### src/rtl/cmd_frame_decode.sv
// Byte-stream command decoder: parses write/read frames into FIFO writes and
// SDRAM triggers, and independently drains a read FIFO out to a UART transmitter.
module cmd_frame_decode #(
  parameter int unsigned ADDR_BYTES  = 3,
  parameter int unsigned MAX_LEN     = 255,
  parameter int unsigned TIMEOUT_CYC = 500000,
  localparam int unsigned ADDR_W     = 8 * ADDR_BYTES
) (
  input  logic              sclk,
  input  logic              srst_n,
  input  logic              uart_flag,
  input  logic [7:0]        uart_data,
  output logic [7:0]        wfifo_din,
  output logic              wfifo_wr_en,
  input  logic              wfifo_full,
  output logic              wfifo_clr,
  output logic              wr_trig,
  output logic [ADDR_W-1:0] wr_addr,
  output logic [7:0]        wr_len,
  output logic              rd_trig,
  output logic [ADDR_W-1:0] rd_addr,
  output logic [7:0]        rd_len,
  input  logic              sdram_busy,
  input  logic              rfifo_empty,
  output logic              rfifo_rd_en,
  input  logic [7:0]        rfifo_dout,
  output logic              tx_trig,
  output logic [7:0]        tx_data,
  input  logic              tx_busy,
  output logic              frame_err
);

  localparam int unsigned TW = $clog2(TIMEOUT_CYC + 1);

  typedef enum logic [2:0] {StIdle, StAddr, StLen, StData, StTrig} pstate_e;
  typedef enum logic [1:0] {DIdle, DRd, DSend, DWait} dstate_e;

  pstate_e           r_pst, w_pst_d;
  logic              r_is_wr, w_is_wr_d;
  logic [ADDR_W-1:0] r_addr, w_addr_d;
  logic [7:0]        r_cnt, w_cnt_d;
  logic [7:0]        r_len, w_len_d;
  logic [TW-1:0]     r_tmo, w_tmo_d;
  logic              r_dirty, w_dirty_d;
  logic              r_ferr, w_ferr_d;
  logic              r_clr, w_clr_d;
  logic [ADDR_W-1:0] r_wr_addr, w_wr_addr_d;
  logic [ADDR_W-1:0] r_rd_addr, w_rd_addr_d;
  logic [7:0]        r_wr_len, w_wr_len_d;
  logic [7:0]        r_rd_len, w_rd_len_d;

  dstate_e           r_dst, w_dst_d;
  logic              r_skip, w_skip_d;
  logic [7:0]        r_tx_data, w_tx_data_d;

  always_comb begin
    w_pst_d     = r_pst;
    w_is_wr_d   = r_is_wr;
    w_addr_d    = r_addr;
    w_cnt_d     = r_cnt;
    w_len_d     = r_len;
    w_tmo_d     = r_tmo;
    w_dirty_d   = r_dirty;
    w_ferr_d    = 1'b0;
    w_clr_d     = 1'b0;
    w_wr_addr_d = r_wr_addr;
    w_wr_len_d  = r_wr_len;
    w_rd_addr_d = r_rd_addr;
    w_rd_len_d  = r_rd_len;
    wfifo_wr_en = 1'b0;
    wfifo_din   = 8'h00;
    wr_trig     = 1'b0;
    rd_trig     = 1'b0;

    unique case (r_pst)
      StIdle: begin
        w_tmo_d   = '0;
        w_cnt_d   = 8'd0;
        w_dirty_d = 1'b0;
        if (uart_flag) begin
          if (uart_data == 8'h55 || uart_data == 8'hAA) begin
            w_is_wr_d = (uart_data == 8'h55);
            w_pst_d   = StAddr;
          end else begin
            w_ferr_d = 1'b1;
          end
        end
      end
      StAddr: begin
        if (uart_flag) begin
          w_addr_d = (r_addr << 8) | ADDR_W'(uart_data);
          if (r_cnt == 8'(ADDR_BYTES - 1)) begin
            w_cnt_d = 8'd0;
            w_pst_d = StLen;
          end else begin
            w_cnt_d = r_cnt + 8'd1;
          end
        end
      end
      StLen: begin
        if (uart_flag) begin
          if (uart_data == 8'd0 || 32'(uart_data) > MAX_LEN) begin
            w_ferr_d = 1'b1;
            w_pst_d  = StIdle;
          end else if (r_is_wr) begin
            w_len_d = uart_data;
            w_pst_d = StData;
          end else begin
            w_rd_addr_d = r_addr;
            w_rd_len_d  = uart_data;
            w_pst_d     = StTrig;
          end
        end
      end
      StData: begin
        if (uart_flag) begin
          if (wfifo_full) begin
            w_ferr_d = 1'b1;
            w_clr_d  = 1'b1;
            w_pst_d  = StIdle;
          end else begin
            wfifo_wr_en = 1'b1;
            wfifo_din   = uart_data;
            w_dirty_d   = 1'b1;
            w_cnt_d     = r_cnt + 8'd1;
            if (r_cnt + 8'd1 == r_len) begin
              w_wr_addr_d = r_addr;
              w_wr_len_d  = r_len;
              w_pst_d     = StTrig;
            end
          end
        end
      end
      StTrig: begin
        // Bytes arriving here are dropped on purpose.
        if (!sdram_busy) begin
          wr_trig = r_is_wr;
          rd_trig = !r_is_wr;
          w_pst_d = StIdle;
        end
      end
      default: w_pst_d = StIdle;
    endcase

    // Inter-byte timeout; a byte landing on the expiry cycle wins.
    if (r_pst == StAddr || r_pst == StLen || r_pst == StData) begin
      if (uart_flag) begin
        w_tmo_d = '0;
      end else if (r_tmo == TW'(TIMEOUT_CYC - 1)) begin
        w_pst_d  = StIdle;
        w_ferr_d = 1'b1;
        w_clr_d  = r_dirty;
      end else begin
        w_tmo_d = r_tmo + 1'b1;
      end
    end
  end

  always_ff @(posedge sclk or negedge srst_n) begin
    if (!srst_n) begin
      r_pst     <= StIdle;
      r_is_wr   <= 1'b0;
      r_addr    <= '0;
      r_cnt     <= 8'd0;
      r_len     <= 8'd0;
      r_tmo     <= '0;
      r_dirty   <= 1'b0;
      r_ferr    <= 1'b0;
      r_clr     <= 1'b0;
      r_wr_addr <= '0;
      r_wr_len  <= 8'd0;
      r_rd_addr <= '0;
      r_rd_len  <= 8'd0;
    end else begin
      r_pst     <= w_pst_d;
      r_is_wr   <= w_is_wr_d;
      r_addr    <= w_addr_d;
      r_cnt     <= w_cnt_d;
      r_len     <= w_len_d;
      r_tmo     <= w_tmo_d;
      r_dirty   <= w_dirty_d;
      r_ferr    <= w_ferr_d;
      r_clr     <= w_clr_d;
      r_wr_addr <= w_wr_addr_d;
      r_wr_len  <= w_wr_len_d;
      r_rd_addr <= w_rd_addr_d;
      r_rd_len  <= w_rd_len_d;
    end
  end

  assign frame_err = r_ferr;
  assign wfifo_clr = r_clr;
  assign wr_addr   = r_wr_addr;
  assign wr_len    = r_wr_len;
  assign rd_addr   = r_rd_addr;
  assign rd_len    = r_rd_len;

  // Drain FSM: one byte in flight; D_WAIT skips a cycle so tx_busy can rise.
  always_comb begin
    w_dst_d     = r_dst;
    w_skip_d    = r_skip;
    w_tx_data_d = r_tx_data;
    rfifo_rd_en = 1'b0;
    tx_trig     = 1'b0;
    unique case (r_dst)
      DIdle: begin
        if (srst_n && !rfifo_empty && !tx_busy) begin
          rfifo_rd_en = 1'b1;
          w_dst_d     = DRd;
        end
      end
      DRd: begin
        w_tx_data_d = rfifo_dout;
        w_dst_d     = DSend;
      end
      DSend: begin
        tx_trig  = 1'b1;
        w_skip_d = 1'b1;
        w_dst_d  = DWait;
      end
      DWait: begin
        if (r_skip) begin
          w_skip_d = 1'b0;
        end else if (!tx_busy) begin
          w_dst_d = DIdle;
        end
      end
      default: w_dst_d = DIdle;
    endcase
  end

  always_ff @(posedge sclk or negedge srst_n) begin
    if (!srst_n) begin
      r_dst     <= DIdle;
      r_skip    <= 1'b0;
      r_tx_data <= 8'h00;
    end else begin
      r_dst     <= w_dst_d;
      r_skip    <= w_skip_d;
      r_tx_data <= w_tx_data_d;
    end
  end

  assign tx_data = r_tx_data;

endmodule

### config.mk
export PLATFORM = sky130hd
export DESIGN_NAME = cmd_frame_decode
export DESIGN_NICKNAME = d
export VERILOG_FILES = /design/src/rtl/cmd_frame_decode.sv
export SDC_FILE = /design/constraint.sdc
export NUM_CORES = 1
export LEC_CHECK = 0
export BUFFER_PORTS_ARGS = -buffer_cell sky130_fd_sc_hd__buf_4
export CAP_MARGIN = 5
export CORE_ASPECT_RATIO = 0.5
export CORE_MARGIN = 10
export CORE_UTILIZATION = 60
export CTS_CLUSTER_SIZE = 30
export DETAILED_ROUTE_END_ITERATION = 16
export PLACE_DENSITY = 0.89
export SLEW_MARGIN = 20
export SYNTH_ARGS = -nofsm -noshare
export SYNTH_HDL_FRONTEND = slang
export SYNTH_SLANG_ARGS = --single-unit
### constraint.sdc
create_clock -name sclk -period 4.1 [get_ports sclk]
set_clock_uncertainty 0.1 [all_clocks]
set_input_delay 0.615 -clock sclk [delete_from_list [all_inputs] [get_ports sclk]]
set_output_delay 0.615 -clock sclk [all_outputs]
set_load 0.01 [all_outputs]
## Word-level counts from Yosys, hierarchy flattened

Cells that the tools add are included.

| cells by class | value |
|---|---|
| add/sub/neg operators | 2 |
| equality and inequality tests | 18 |
| multiplexer cells | 59 |
| bitwise operators | 4 |
| reductions and logical operators | 22 |

Operators with widths:

| cell | count |
|---|---|
| 19-bit two-way mux | 4 |
| 8-bit two-way mux | 7 |
| 3-bit two-way mux | 14 |
| 1-bit two-way mux | 25 |
| 24-bit by 8-bit OR with 24-bit output | 1 |
| 8-bit case mux with 3 select lines | 1 |
| 19-bit by 1-bit adder with 19-bit output (second input constant) | 1 |
| 19-bit == test (second input constant) | 1 |
| 4-bit AND reduction | 4 |
| 3-bit case mux with 5 select lines | 1 |
| 2-bit != test (second input constant) | 6 |
| 3-bit AND reduction | 3 |
| 8-bit by 1-bit adder with 8-bit output (second input constant) | 1 |
| 8-bit by 2-bit == test with 1-bit output (second input constant) | 1 |
| 8-bit by 7-bit == test with 1-bit output (second input constant) | 1 |
| 8-bit == test | 1 |
| 8-bit == test (second input constant) | 1 |
| 8-bit logical NOT | 1 |
| 2-bit case mux with 4 select lines | 1 |
| 3-bit by 2-bit == test with 1-bit output (second input constant) | 2 |
| 2-bit two-way mux | 3 |
| 2-bit == test (second input constant) | 2 |
| 1-bit case mux with 2 select lines | 2 |
| 2-bit nonzero test | 2 |
| other kinds (12) | 19 |

| storage, ports and cells | value |
|---|---|
| flip-flop bits (word level) | 141 |
| input port bits | 23 |
| output and inout bits | 87 |
| word-level logic and storage cells | 121 |

## Longest topological paths before layout

| depth | value |
|---|---|
| depth after elaboration | 9 |
| mapped depth | 8 |
| gate-level depth less buffers | 7 |

## Worst setup path before layout

No wires, ideal clock.

| timing | value |
|---|---|
| kind | register to register |
| start | register r_cnt[0] |
| end | register r_wr_addr[0], in the netlist wr_addr[0] |
| library setup time | 0.125 ns |
| arrival time | 2.393 ns |
| required time | 3.875 ns |
| setup slack | 1.482 ns |
| cell stages (with the launch flop) | 9 |
| path buffers | 2 |
| period minus slack after synthesis | 2.618 ns |
| cells stage by stage | dfrtp_1 > ha_1 > or3b_1 > a211oi_2 > nor3_1 > or4b_1 > buf_6 > buf_12 > mux2_4 |

| between the ends | value |
|---|---|
| longest elaborated chain between the ends | 3 |

Ends and longest elaborated chain:

| element | line | source |
|---|---|---|
| start, declared | 41 | `logic [7:0] r_cnt, w_cnt_d;` |
| start signal, assigned | 178 | `r_cnt <= w_cnt_d;` |
| 8-bit by 1-bit adder with 8-bit output | 126 | `if (r_cnt + 8'd1 == r_len) begin` |
| 8-bit == test | 126 |  |
| 4-bit AND reduction (no source line) | n/a |  |
| end signal, assigned | 184 | `r_wr_addr <= w_wr_addr_d;` |
| end, declared | 47 | `logic [ADDR_W-1:0] r_wr_addr, w_wr_addr_d;` |

No other way between the ends.
A chain may end at the register's enable or synchronous reset.

## Final worst setup path

| timing | value |
|---|---|
| start | register r_cnt[0] |
| end | register r_wr_addr[10], in the netlist wr_addr[10] |

The elaborated chain is that of the path after synthesis.

==> PnR_summary.wiki <==
{| class="wikitable"
! Metric !! Value
|-
| Half-perimeter wire length after placement || 10.8 mm
|-
| Most used DFF post-synth || sky130_fd_sc_hd__dfrtp_1
|-
| Net count after synthesis || 542
|-
| Final WL || 16.4 mm
|-
| Most repeated cell in the gate-level netlist after synthesis || sky130_fd_sc_hd__dfrtp_1
|-
| Register-to-Register Path Depth || 7
|-
| Clock Path Buffers || 2
|-
| DR WL/cell || 21.2 um
|-
| Hold buffers post-CTS || 0
|-
| Vias/cell || 6.11
|-
| Layout fillers || 618
|-
| Root Buffer Master || sky130_fd_sc_hd__clkbuf_16
|-
| Status || finished, final reports clean
|-
| Number of standard cells after synthesis || 511
|-
| Detailed router's first-iteration violation count || 491
|-
| Min Tclk post-route || 3060 ps
|-
| Antenna Diode Count || 0
|-
| Die extent in x || 167 um
|-
| Reported max-cap violation count || 0
|-
| Max frequency || 0.327 GHz
|-
| Number of buffers added for setup after CTS || 0
|-
| Mean Syn Cell Area || 12.7 sq um
|-
| Number of global-route vias before repair || 4716
|-
| Final hold violations || 0
|-
| Ports placed on the boundary || 110
|-
| Post-detailed-route DRC marker count || 0
|-
| Post-synth top area share || 0.545
|-
| Cell taking the most area after synthesis || sky130_fd_sc_hd__dfrtp_1
|-
| Number of antenna violations at the first check in global routing || 0
|-
| Post-CTS Resized || 0
|-
| Number of flops mapped to enable cells by yosys || 0
|-
| Cell variety after synth || 58
|-
| Cell area after technology mapping || 6470 sq um
|-
| Required time of the critical path || 4300 ps
|-
| Clock tree from TritonCTS || yes
|-
| Count of nets after finishing || 654
|-
| Worst slew pin tran || 827 ps
|-
| Critical setup path kind || register to register
|-
| Die footprint || 15600 sq um
|-
| Clock net sink count || 141
|-
| Routed vias || 4743
|-
| Final estimated routing congestion in global placement || 0.900
|-
| Highest fanout seen on the critical path || 33
|-
| Final-report max-slew violation count || 0
|-
| Most instantiated cells after synthesis || 141 x sky130_fd_sc_hd__dfrtp_1, 76 x sky130_fd_sc_hd__mux2_2, 29 x sky130_fd_sc_hd__mux2_4, 26 x sky130_fd_sc_hd__nor2_1, 23 x sky130_fd_sc_hd__nand2_1
|-
| Initial DRT Pass Iterations || 6
|-
| Slew margin rel. || 0.444
|-
| Core region area || 10400 sq um
|-
| Worst Setup End Kind || register
|-
| CP Launch Type || register
|-
| Skew-Pair Late Insertion Delay || 420 ps
|-
| Die Span Y || 93.4 um
|-
| Effective utilization at floorplan || 0.624
|-
| Synth async-reset ratio || 1.00
|-
| Global route total overflow || 0
|-
| Overall track demand over capacity in global routing || 0.210
|-
| Clock-pin slew on the worst setup and hold paths || 60 ps
|-
| Setup repair after global routing missed its margin || no
|-
| VDD IR-drop max || 0.351 mV
|-
| Warnings, synthesis || 0
|-
| Fraction of final layout cells with drive strength greater than 1 || 0.417
|-
| TritonCTS buffer count || 17
|-
| Wire length of the first global-routing pass || 26.4 mm
|-
| Share of synthesized area occupied by flip-flops and latches || 0.545
|-
| CTS HTree Levels || 4
|-
| Path category of the worst min-delay check || input port to asynchronous set/reset pin
|-
| Sum Neg Setup Slack || 0 ps
|-
| Ratio of final minimum period to clock period || 0.746
|-
| Number of core rows || 26
|-
| Pwr dens || 702 nW/um^2
|-
| Remaining antenna violation count after routing || 0
|-
| Worst hold margin || 42.0 ps
|-
| Number of register bits inferred by synthesis || 141
|-
| Setup violation total in the final timing report || 0
|-
| Largest net degree at the start of global routing || 54
|-
| Main area contributors after synthesis || sky130_fd_sc_hd__dfrtp_1 55%, sky130_fd_sc_hd__mux2_2 13%, sky130_fd_sc_hd__mux2_4 6.7%
|-
| P_leak || 3.87 nW
|-
| Arrival time of the worst setup path || 3250 ps
|-
| IO buf count || 109
|-
| Layout area overhead || 23.1%
|}
-- state kept, by name (all words and copies together) (netlist names), 19 cells and up --
signal / cells
r_addr: 24
wr_addr: 24
r_tmo: 19
rd_addr: 24
-- placed cells by master, fill, tap and decap left out, types with 3 or more instances in the layout --
master / synthesis / routed
sky130_fd_sc_hd__a21oi_1: 17 / 17
sky130_fd_sc_hd__inv_1: 10 / 10
sky130_fd_sc_hd__dfrtp_1: 141 / 141
sky130_fd_sc_hd__a31oi_1: 5 / 5
sky130_fd_sc_hd__ha_1: 8 / 8
sky130_fd_sc_hd__nand2_1: 23 / 23
sky130_fd_sc_hd__nand3_1: 18 / 18
sky130_fd_sc_hd__o31ai_1: 7 / 7
sky130_fd_sc_hd__buf_4: 2 / 115
sky130_fd_sc_hd__o2111ai_1: 4 / 4
sky130_fd_sc_hd__and2_1: 9 / 9
sky130_fd_sc_hd__or2_2: 3 / 3
sky130_fd_sc_hd__o211ai_1: 6 / 6
sky130_fd_sc_hd__o21ai_0: 14 / 14
sky130_fd_sc_hd__and4_1: 3 / 3
sky130_fd_sc_hd__mux2_4: 29 / 29
sky130_fd_sc_hd__clkinv_4: 0 / 3
sky130_fd_sc_hd__or4_1: 6 / 6
sky130_fd_sc_hd__nor2_1: 26 / 26
sky130_fd_sc_hd__inv_8: 0 / 3
sky130_fd_sc_hd__nor3_1: 11 / 10
sky130_fd_sc_hd__mux2i_1: 3 / 3
sky130_fd_sc_hd__inv_6: 0 / 4
sky130_fd_sc_hd__or3_1: 5 / 5
sky130_fd_sc_hd__o21a_1: 4 / 4
sky130_fd_sc_hd__xnor2_1: 3 / 3
sky130_fd_sc_hd__xor2_1: 12 / 12
sky130_fd_sc_hd__nand2b_1: 4 / 4
sky130_fd_sc_hd__and3_1: 8 / 8
sky130_fd_sc_hd__mux2_2: 76 / 76
sky130_fd_sc_hd__clkbuf_16: 0 / 17
sky130_fd_sc_hd__nand4_1: 5 / 5
-- worst paths after layout --
check	startpoint	endpoint	slack, ps
setup reg to reg	r_cnt[0]	wr_addr[10]	1040
hold reg to reg	r_dirty	r_dirty	390
hold / removal	srst_n	r_cnt[5]	40
setup / recovery	r_cnt[0]	wr_addr[10]	1040
max in group asynchronous	srst_n	tx_data[6]	2800
min in group sclk	rfifo_dout[1]	tx_data[1]	340
-- cell families (layout without fill, tap and decap cells) --
kind of cell             Yosys count  after routing  synth area share
XOR/XNOR                          15             15            0.0203
multiplexers                     108            108             0.204
flip-flops                       141            141             0.545
buffers and inverters             33            158            0.0290
AO/OA/AOI/OAI                     69             69            0.0698
adder cells (fa/ha/maj)            8              8            0.0155
AND/OR/NAND/NOR                  137            137             0.116
-- worst max-delay path: stages (launching register included) --
cell                       delay (ps)
sky130_fd_sc_hd__dfrtp_1          450
sky130_fd_sc_hd__ha_1             280
sky130_fd_sc_hd__or3b_1           390
sky130_fd_sc_hd__a211oi_2         230
sky130_fd_sc_hd__nor3_1            80
sky130_fd_sc_hd__or4b_2           670
sky130_fd_sc_hd__buf_4            330
sky130_fd_sc_hd__mux2_4           380
-- metal layers --
| metal | up-vias | wire length (um) | global-route usage |
|---|---|---|---|
| met1 | 2382 | 6870 | 0.264 |
| met2 | 230 | 8120 | 0.351 |
| met5 | - | 0 | 0 |
| li1 | 2093 | - | - |
| met3 | 38 | 1110 | 0.0535 |
| met4 | 0 | 318 | 0.0654 |
-- report_power, final --
part           internal [mW]  leakage, nW  switching (mW)
clock network          0.878        0.290           0.661
logic                  0.980         1.74           0.798
registers               1.86         1.84           0.416
-- cell type report --
| cell class | count | area, sq um | share of cell area |
|---|---|---|---|
| Inverter | 10 | 37.5 | 0.00471 |
| Tap cell | 140 | 175 | 0.0220 |
| Multi-Input combinational cell | 337 | 2760 | 0.346 |
| Clock inverter | 14 | 154 | 0.0193 |
| Timing Repair Buffer | 116 | 875 | 0.110 |
| Clock buffer | 18 | 439 | 0.0551 |
| Sequential cell | 141 | 3530 | 0.443 |
-- metrics by stage --
stage | power, mW | util | setup slack (ps) | instances | cell area (sq um)
2_1_floorplan | 3.19 | - | 1480 | 511 | 6470
3_3_place_gp | 3.93 | 0.711 | 1180 | 744 | 7380
3_5_place_dp | 4.05 | 0.711 | 1110 | 744 | 7380
4_1_cts | 5.63 | 0.768 | 1060 | 776 | 7970
5_1_grt | 5.88 | 0.768 | 936 | 776 | 7970
6_report | 5.60 | 0.768 | 1040 | 776 | 7970
(Power assumes the default switching activity.)
